$ cat src/rtl/joint_pos_pkg.sv
// ============================================================================
// Module      : joint_pos_pkg
// Description : Shared channel FSM state encoding and default timing values
//               for the joint position counter.
// Revision    : 1.0 - initial release
// ============================================================================
`default_nettype none

package joint_pos_pkg;

    typedef enum logic [1:0] {
        ST_IDLE   = 2'd0,
        ST_HOLD   = 2'd1,
        ST_REPEAT = 2'd2
    } joint_state_t;

    localparam int DEFAULT_NUM_CH        = 4;
    localparam int DEFAULT_WIDTH         = 8;
    localparam int DEFAULT_HOLD_CYCLES   = 1000000;
    localparam int DEFAULT_REPEAT_CYCLES = 200000;

    function automatic int max_int(input int a, input int b);
        return (a > b) ? a : b;
    endfunction

endpackage

`default_nettype wire

$ cat src/rtl/joint_pos_channel.sv
// ============================================================================
// Module      : joint_pos_channel
// Description : One joint channel: saturating position register with
//               press / hold / auto-repeat stepping and a clamped load.
// Revision    : 1.0 - initial release
// ============================================================================
`default_nettype none

module joint_pos_channel
    import joint_pos_pkg::*;
#(
    parameter int WIDTH         = DEFAULT_WIDTH,
    parameter int POS_INIT      = 2**(WIDTH-1),
    parameter int POS_MIN       = 0,
    parameter int POS_MAX       = 2**WIDTH-1,
    parameter int STEP          = 1,
    parameter int HOLD_CYCLES   = DEFAULT_HOLD_CYCLES,
    parameter int REPEAT_CYCLES = DEFAULT_REPEAT_CYCLES
)(
    input  logic             clk,
    input  logic             rst,
    input  logic             cnt_up,
    input  logic             cnt_down,
    input  logic             load_en,
    input  logic [WIDTH-1:0] load_val,
    output logic [WIDTH-1:0] pos,
    output logic             at_min,
    output logic             at_max,
    output logic             moved
);

    localparam int c_timer_max = max_int(HOLD_CYCLES, REPEAT_CYCLES);
    localparam int c_tw        = (c_timer_max > 1) ? $clog2(c_timer_max) : 1;

    localparam logic [c_tw-1:0]  c_hold_last = c_tw'(HOLD_CYCLES - 1);
    localparam logic [c_tw-1:0]  c_rep_last  = c_tw'(REPEAT_CYCLES - 1);
    localparam logic [c_tw-1:0]  c_tmr_zero  = '0;
    localparam logic [c_tw-1:0]  c_tmr_one   = c_tw'(1);
    localparam logic [WIDTH:0]   c_min_x     = (WIDTH+1)'(POS_MIN);
    localparam logic [WIDTH:0]   c_max_x     = (WIDTH+1)'(POS_MAX);
    localparam logic [WIDTH:0]   c_step_x    = (WIDTH+1)'(STEP);
    localparam logic [WIDTH-1:0] c_min       = WIDTH'(POS_MIN);
    localparam logic [WIDTH-1:0] c_max       = WIDTH'(POS_MAX);
    localparam logic [WIDTH-1:0] c_init      = WIDTH'(POS_INIT);
    localparam logic             c_init_min  = (c_init == c_min);
    localparam logic             c_init_max  = (c_init == c_max);

    joint_state_t     r_state;
    logic [c_tw-1:0]  r_timer;
    logic             r_dir;
    logic [WIDTH-1:0] r_pos;
    logic             r_at_min;
    logic             r_at_max;
    logic             r_moved;

    joint_state_t     w_state_nxt;
    logic [c_tw-1:0]  w_timer_nxt;
    logic             w_dir_nxt;
    logic [WIDTH-1:0] w_pos_nxt;
    logic             w_fresh;
    logic             w_step;
    logic             w_up_req;
    logic             w_dn_req;
    logic             w_req;
    logic [WIDTH:0]   w_sum;
    logic [WIDTH:0]   w_diff;
    logic [WIDTH:0]   w_load_x;
    logic [WIDTH-1:0] w_up_pos;
    logic [WIDTH-1:0] w_dn_pos;
    logic [WIDTH-1:0] w_load_pos;

    assign w_up_req = cnt_up & ~cnt_down;
    assign w_dn_req = cnt_down & ~cnt_up;
    assign w_req    = w_up_req | w_dn_req;

    // One extra bit keeps the overflow/underflow visible so the result saturates
    assign w_sum    = {1'b0, r_pos} + c_step_x;
    assign w_diff   = {1'b0, r_pos} - c_step_x;
    assign w_up_pos = (w_sum > c_max_x) ? c_max : w_sum[WIDTH-1:0];
    assign w_dn_pos = (w_diff[WIDTH] || (w_diff < c_min_x)) ? c_min : w_diff[WIDTH-1:0];

    assign w_load_x   = {1'b0, load_val};
    assign w_load_pos = (w_load_x < c_min_x) ? c_min :
                        (w_load_x > c_max_x) ? c_max : load_val;

    always_comb begin
        w_state_nxt = r_state;
        w_timer_nxt = r_timer;
        w_dir_nxt   = r_dir;
        w_pos_nxt   = r_pos;
        w_fresh     = 1'b0;
        w_step      = 1'b0;
        if (load_en) begin
            w_pos_nxt   = w_load_pos;
            w_state_nxt = ST_IDLE;
            w_timer_nxt = c_tmr_zero;
        end else begin
            case (r_state)
                ST_IDLE: begin
                    if (w_req) w_fresh = 1'b1;
                end
                ST_HOLD, ST_REPEAT: begin
                    if (!w_req) begin
                        w_state_nxt = ST_IDLE;
                        w_timer_nxt = c_tmr_zero;
                    end else if (w_up_req != r_dir) begin
                        // Reversal is treated as a brand-new press
                        w_fresh = 1'b1;
                    end else if (r_timer == ((r_state == ST_HOLD) ? c_hold_last : c_rep_last)) begin
                        w_step      = 1'b1;
                        w_timer_nxt = c_tmr_zero;
                        w_state_nxt = ST_REPEAT;
                    end else begin
                        w_timer_nxt = r_timer + c_tmr_one;
                    end
                end
                default: begin
                    w_state_nxt = ST_IDLE;
                    w_timer_nxt = c_tmr_zero;
                end
            endcase
            if (w_fresh) begin
                w_step      = 1'b1;
                w_dir_nxt   = w_up_req;
                w_timer_nxt = c_tmr_zero;
                w_state_nxt = ST_HOLD;
            end
            if (w_step) w_pos_nxt = w_dir_nxt ? w_up_pos : w_dn_pos;
        end
    end

    always_ff @(posedge clk) begin
        if (rst) begin
            r_state  <= ST_IDLE;
            r_timer  <= c_tmr_zero;
            r_dir    <= 1'b1;
            r_pos    <= c_init;
            r_at_min <= c_init_min;
            r_at_max <= c_init_max;
            r_moved  <= 1'b0;
        end else begin
            r_state  <= w_state_nxt;
            r_timer  <= w_timer_nxt;
            r_dir    <= w_dir_nxt;
            r_pos    <= w_pos_nxt;
            r_at_min <= (w_pos_nxt == c_min);
            r_at_max <= (w_pos_nxt == c_max);
            r_moved  <= (w_pos_nxt != r_pos);
        end
    end

    assign pos    = r_pos;
    assign at_min = r_at_min;
    assign at_max = r_at_max;
    assign moved  = r_moved;

endmodule

`default_nettype wire

$ cat src/rtl/joint_position_counter.sv
// ============================================================================
// Module      : joint_position_counter
// Description : Array of independent saturating joint position counters
//               sharing a single load value bus.
// Revision    : 1.0 - initial release
// ============================================================================
`default_nettype none

module joint_position_counter
    import joint_pos_pkg::*;
#(
    parameter int NUM_CH        = DEFAULT_NUM_CH,
    parameter int WIDTH         = DEFAULT_WIDTH,
    parameter int POS_INIT      = 2**(WIDTH-1),
    parameter int POS_MIN       = 0,
    parameter int POS_MAX       = 2**WIDTH-1,
    parameter int STEP          = 1,
    parameter int HOLD_CYCLES   = DEFAULT_HOLD_CYCLES,
    parameter int REPEAT_CYCLES = DEFAULT_REPEAT_CYCLES
)(
    input  logic                    clk,
    input  logic                    rst,
    input  logic [NUM_CH-1:0]       cnt_up,
    input  logic [NUM_CH-1:0]       cnt_down,
    input  logic [NUM_CH-1:0]       load_en,
    input  logic [WIDTH-1:0]        load_val,
    output logic [NUM_CH*WIDTH-1:0] pos,
    output logic [NUM_CH-1:0]       at_min,
    output logic [NUM_CH-1:0]       at_max,
    output logic [NUM_CH-1:0]       moved
);

    genvar gi;
    generate
        for (gi = 0; gi < NUM_CH; gi++) begin : g_ch
            joint_pos_channel #(
                .WIDTH         (WIDTH),
                .POS_INIT      (POS_INIT),
                .POS_MIN       (POS_MIN),
                .POS_MAX       (POS_MAX),
                .STEP          (STEP),
                .HOLD_CYCLES   (HOLD_CYCLES),
                .REPEAT_CYCLES (REPEAT_CYCLES)
            ) u_channel (
                .clk      (clk),
                .rst      (rst),
                .cnt_up   (cnt_up[gi]),
                .cnt_down (cnt_down[gi]),
                .load_en  (load_en[gi]),
                .load_val (load_val),
                .pos      (pos[gi*WIDTH +: WIDTH]),
                .at_min   (at_min[gi]),
                .at_max   (at_max[gi]),
                .moved    (moved[gi])
            );
        end
    endgenerate

endmodule

`default_nettype wire

$ cat config.mk
export PLATFORM = sky130hd
export DESIGN_NAME = joint_position_counter
export DESIGN_NICKNAME = d
export VERILOG_FILES = /design/src/rtl/joint_pos_pkg.sv /design/src/rtl/joint_pos_channel.sv /design/src/rtl/joint_position_counter.sv
export SDC_FILE = /design/constraint.sdc
export NUM_CORES = 1
export LEC_CHECK = 0
export CAP_MARGIN = 10
export CORE_UTILIZATION = 51
export CTS_BUF_LIST = sky130_fd_sc_hd__clkbuf_16
export DETAILED_ROUTE_END_ITERATION = 8
export GPL_ROUTABILITY_DRIVEN = 1
export GPL_TIMING_DRIVEN = 0
export PLACE_DENSITY = 0.75
export SYNTH_ARGS = -nofsm -noshare
export SYNTH_HDL_FRONTEND = slang
export SYNTH_SLANG_ARGS = --single-unit
$ cat constraint.sdc
create_clock -name clk -period 3 [get_ports clk]
set_input_delay 0.6 -clock clk [delete_from_list [all_inputs] [get_ports clk]]
set_output_delay 0.6 -clock clk [all_outputs]
set_load 0.05 [all_outputs]
==> results.json, run 1 <==
{
  "area_delta_synth_final_pct": 24.0,
  "finalNonFillerCells": 1562,
  "path_cells": "clkdlybuf4s50_1 > ha_4 > xor2_4 > a21oi_1 > or3_1 > nand2_2 > a41oi_1 > and3_1 > a2111oi_2",
  "status": "finished with violations",
  "cts.sinks": 136,
  "yosysSeqAreaShare_pct": 29.2,
  "yosys_warnings": 0,
  "endpoint": "g_ch[2].u_channel.moved",
  "final_common_cell": "nor2_1",
  "path_clk_slew_ps": 60,
  "reg2reg_from": "g_ch[1].u_channel.r_timer[0]",
  "layout_setup_ws_ps": 63.3,
  "hold_class": "reg -> reg",
  "globalplace.congestion": 0.970,
  "cts_buffers": 17,
  "leakagePower_uw": 0.00400,
  "grt_max_degree": 17,
  "syn-num-nets": 1283,
  "worst_slew_pin_slew_ps": 787,
  "min_period_ps": 2940,
  "ant_nets": 0,
  "synthCells": 1230,
  "slowest_stage": "clkdlybuf4s50_1",
  "powerDensity_mw_per_mm2": 509,
  "routedWlPerCell_um": 17.0,
  "num_antenna_cells": 0,
  "grt_pass1_wl_um": 41000,
  "fp.dieH_um": 137,
  "worstSetupPathType": "in -> reg",
  "dieArea_mm2": 0.0188,
  "io_pins": 66,
  "drcViolationCount": 2,
  "drv_cap": 0,
  "max_stage_delay_ps": 510,
  "post-route-util_pct": 64.3,
  "nets": 1374,
  "final-setup-viol-count": 0,
  "r2r_setup_slack_ps": 80,
  "numPlacedInstances": 1514,
  "critPathBufInv": 1,
  "io_buffers": 55,
  "synth_area_mm2": 0.00932,
  "power_uw": 5880,
  "ys_ff_latch": 136,
  "worstSetupPathDepth": 9,
  "cp.arrival_ps": 3230,
  "antenna_found_initial": 0,
  "insertion_delay_ps": 430,
  "final_cell_mix": "nor2_1, dfxtp_1, nand2_1",
  "num_vias": 9632,
  "core_mm2": 0.0180,
  "drt_iter0_drc": 1213,
  "yosys_most_used_dff": "dfxtp_1",
  "cp-start-kind": "primary input",
  "clock.fmax_mhz": 341,
  "final.setup.tns_ps": 0,
  "synth_cell_types": 81,
  "overflow": 0,
  "initial_core_util_pct": 51.9,
  "hpwl_um": 18100,
  "path_delay_family": "simple AND/OR/NAND/NOR gates",
  "grt_pass1_vias": 8254,
  "cp_max_fo": 9,
  "wirelength_um": 26500,
  "rows": 49,
  "grt_use_total_pct": 27.5,
  "endpoint_kind": "flop",
  "cts_tree": "done",
  "avgSynthCellArea_um2": 7.58,
  "reg2reg_depth": 9,
  "maxSlewViolCount": 0,
  "crit_required_ps": 3300,
  "register_area_mm2": 0.00273,
  "dr.pass1.iters": 9,
  "ys_async_sr_fraction_pct": 0,
  "fin_skew_ps": 10.2,
  "synth-edff-count": 0,
  "fillCellCount": 1574,
  "pre_cts_ws_ps": -751,
  "timing.final.crit_share_pct": 97.9,
  "cts_root_buffer": "clkbuf_16",
  "crit_start": "cnt_up[2]",
  "rr_endpoint": "g_ch[1].u_channel.at_max",
  "final_layout_size_suffix_gt1_share_pct": 14.3,
  "cts_buffer_depth": 2,
  "violations": "DRC",
  "multi_input_area_mm2": 0.00662,
  "htreeDepth": 4,
  "relSlewSlack_pct": 47.6,
  "final_hold_viol_count": 0,
  "viasPerCell": 6.17,
  "die_w_um": 137,
  "worst_ir_drop_vdd_uv": 502
}
==> worst register-to-register path, cell delays in order (launching register included) <==
cell and delay (ps):
dfxtp_2 350, ha_2 200, or4b_4 500, a2111oi_4 290
nand4b_1 190, and2_4 230, or3_1 390, a31oi_4 270
and4_1 210, and4b_1 230
==> per-stage QoR <==
step | hold slack, ps | area, um^2
2_1_floorplan | 449 | 9320
3_3_place_gp | 461 | 10200
3_5_place_dp | 471 | 10200
4_1_cts | 480 | 11000
5_1_grt | 503 | 11600
6_report | 476 | 11600
==> flip-flops by register name, summed over array words and instances, names as in the netlist <==
name	flops
g_ch.u_channel.r_dir	4
g_ch.u_channel.moved	4
g_ch.u_channel.at_max	4
g_ch.u_channel.r_state	8
g_ch.u_channel.pos	32
g_ch.u_channel.r_timer	80
g_ch.u_channel.at_min	4
==> power by group <==
| part | total (uW) | internal [uW] | switching [uW] |
|---|---|---|---|
| clock | 2360 | 1550 | 817 |
| combinational | 1580 | 601 | 982 |
| sequential | 1940 | 1860 | 73.6 |
==> area by class of cell <==
type                    count  share of cell area, %
clock inverters            14                   1.99
clock buffers              17                   3.68
plain buffers              80                   3.44
repair buffers             76                   6.13
multi-input cells         968                   57.3
inverters                  42                   1.36
flip-flops and latches    136                   23.6
well taps                 229                   2.48
==> Yosys cell counts, types with 6 or more instances <==
master | instances | area [um^2]
nor2_1 | 176 | 661
dfxtp_1 | 136 | 2720
nand2_1 | 98 | 368
a21oi_1 | 65 | 325
clkbuf_1 | 63 | 236
nand3_1 | 57 | 285
xor2_1 | 55 | 482
xnor2_1 | 50 | 438
o21ai_0 | 45 | 225
inv_1 | 42 | 158
nor3_1 | 39 | 195
nand4_1 | 35 | 219
ha_1 | 31 | 388
nor2b_1 | 20 | 125
and3_1 | 18 | 113
a31oi_1 | 17 | 106
nand2b_1 | 17 | 106
or3_1 | 13 | 81.3
and2_1 | 12 | 75.1
and4_1 | 12 | 105
buf_4 | 12 | 90.1
nor4_1 | 11 | 68.8
o31ai_1 | 11 | 82.6
a21o_1 | 10 | 75.1
o211ai_1 | 9 | 67.6
or2_2 | 9 | 56.3
or4_1 | 9 | 67.6
a2111oi_0 | 8 | 70.1
a211oi_1 | 8 | 60.1
o31a_1 | 8 | 70.1
nor4b_1 | 7 | 61.3
o22ai_1 | 7 | 43.8
nand3b_1 | 6 | 45.0
==> metal layers <==
layer	routed length, um	share of wire [%]	global-route usage (%)	vias to the layer above
li1	-	-	-	4588
met1	11800	45	37.9	4466
met2	11900	45	42.2	507
met3	2250	8.5	5.92	71
met4	599	2.3	9.52	0
met5	0	0	0	-
==> logic make-up (layout without fill, tap and decap cells) <==
group	after synthesis	count (layout)	share of synthesized area (%)
compound gates	248	248	17.9
xor+xnor	105	105	9.87
buf+inv	126	229	5.71
fa+ha+maj	32	32	4.27
mux	6	6	0.658
simple gates	577	577	32.4
flops	136	136	29.2
==> how the worst min path moves through the flow <==
stage,from,endpoint,depth (start not counted)
4_1_cts,g_ch[3].u_channel.r_timer[1],g_ch[3].u_channel.r_timer[1],2
2_1_floorplan,g_ch[3].u_channel.r_timer[1],g_ch[3].u_channel.r_timer[1],2
6_report,g_ch[3].u_channel.r_timer[1],g_ch[3].u_channel.r_timer[1],2
5_1_grt,g_ch[3].u_channel.r_timer[1],g_ch[3].u_channel.r_timer[1],2
3_3_place_gp,g_ch[3].u_channel.r_timer[1],g_ch[3].u_channel.r_timer[1],2
3_5_place_dp,g_ch[3].u_channel.r_timer[1],g_ch[3].u_channel.r_timer[1],2
==> repair_timing <==
action | CTS | global route
buffers inserted | 3 | 18
endpoints found under the setup margin | 18 | 47
pin swaps | 3 | 21
gates resized for setup | 42 | 111
cloned | 0 | 0
hold buffers | 0 | 0
Note: power is estimated with default switching activity, not from simulation.
==> inputs of run 2 (changes only) <==
--- a/config.mk
+++ b/config.mk
@@ -12,6 +12,7 @@
 export GPL_ROUTABILITY_DRIVEN = 1
 export GPL_TIMING_DRIVEN = 0
 export PLACE_DENSITY = 0.75
+export SLEW_MARGIN = 20
 export SYNTH_ARGS = -nofsm -noshare
 export SYNTH_HDL_FRONTEND = slang
 export SYNTH_SLANG_ARGS = --single-unit
==> results of run 2 <==
Same layout as run 1: the final DEF is identical, and so are final timing and power.
==> inputs of run 3 (changes only) <==
--- a/config.mk
+++ b/config.mk
@@ -5,6 +5,7 @@
 export SDC_FILE = /design/constraint.sdc
 export NUM_CORES = 1
 export LEC_CHECK = 0
+export ABC_CLOCK_PERIOD_IN_PS = 3000
 export CAP_MARGIN = 10
 export CORE_UTILIZATION = 51
 export CTS_BUF_LIST = sky130_fd_sc_hd__clkbuf_16
==> results of run 3 <==
Same layout as run 1: the final DEF is identical, and so are final timing and power.
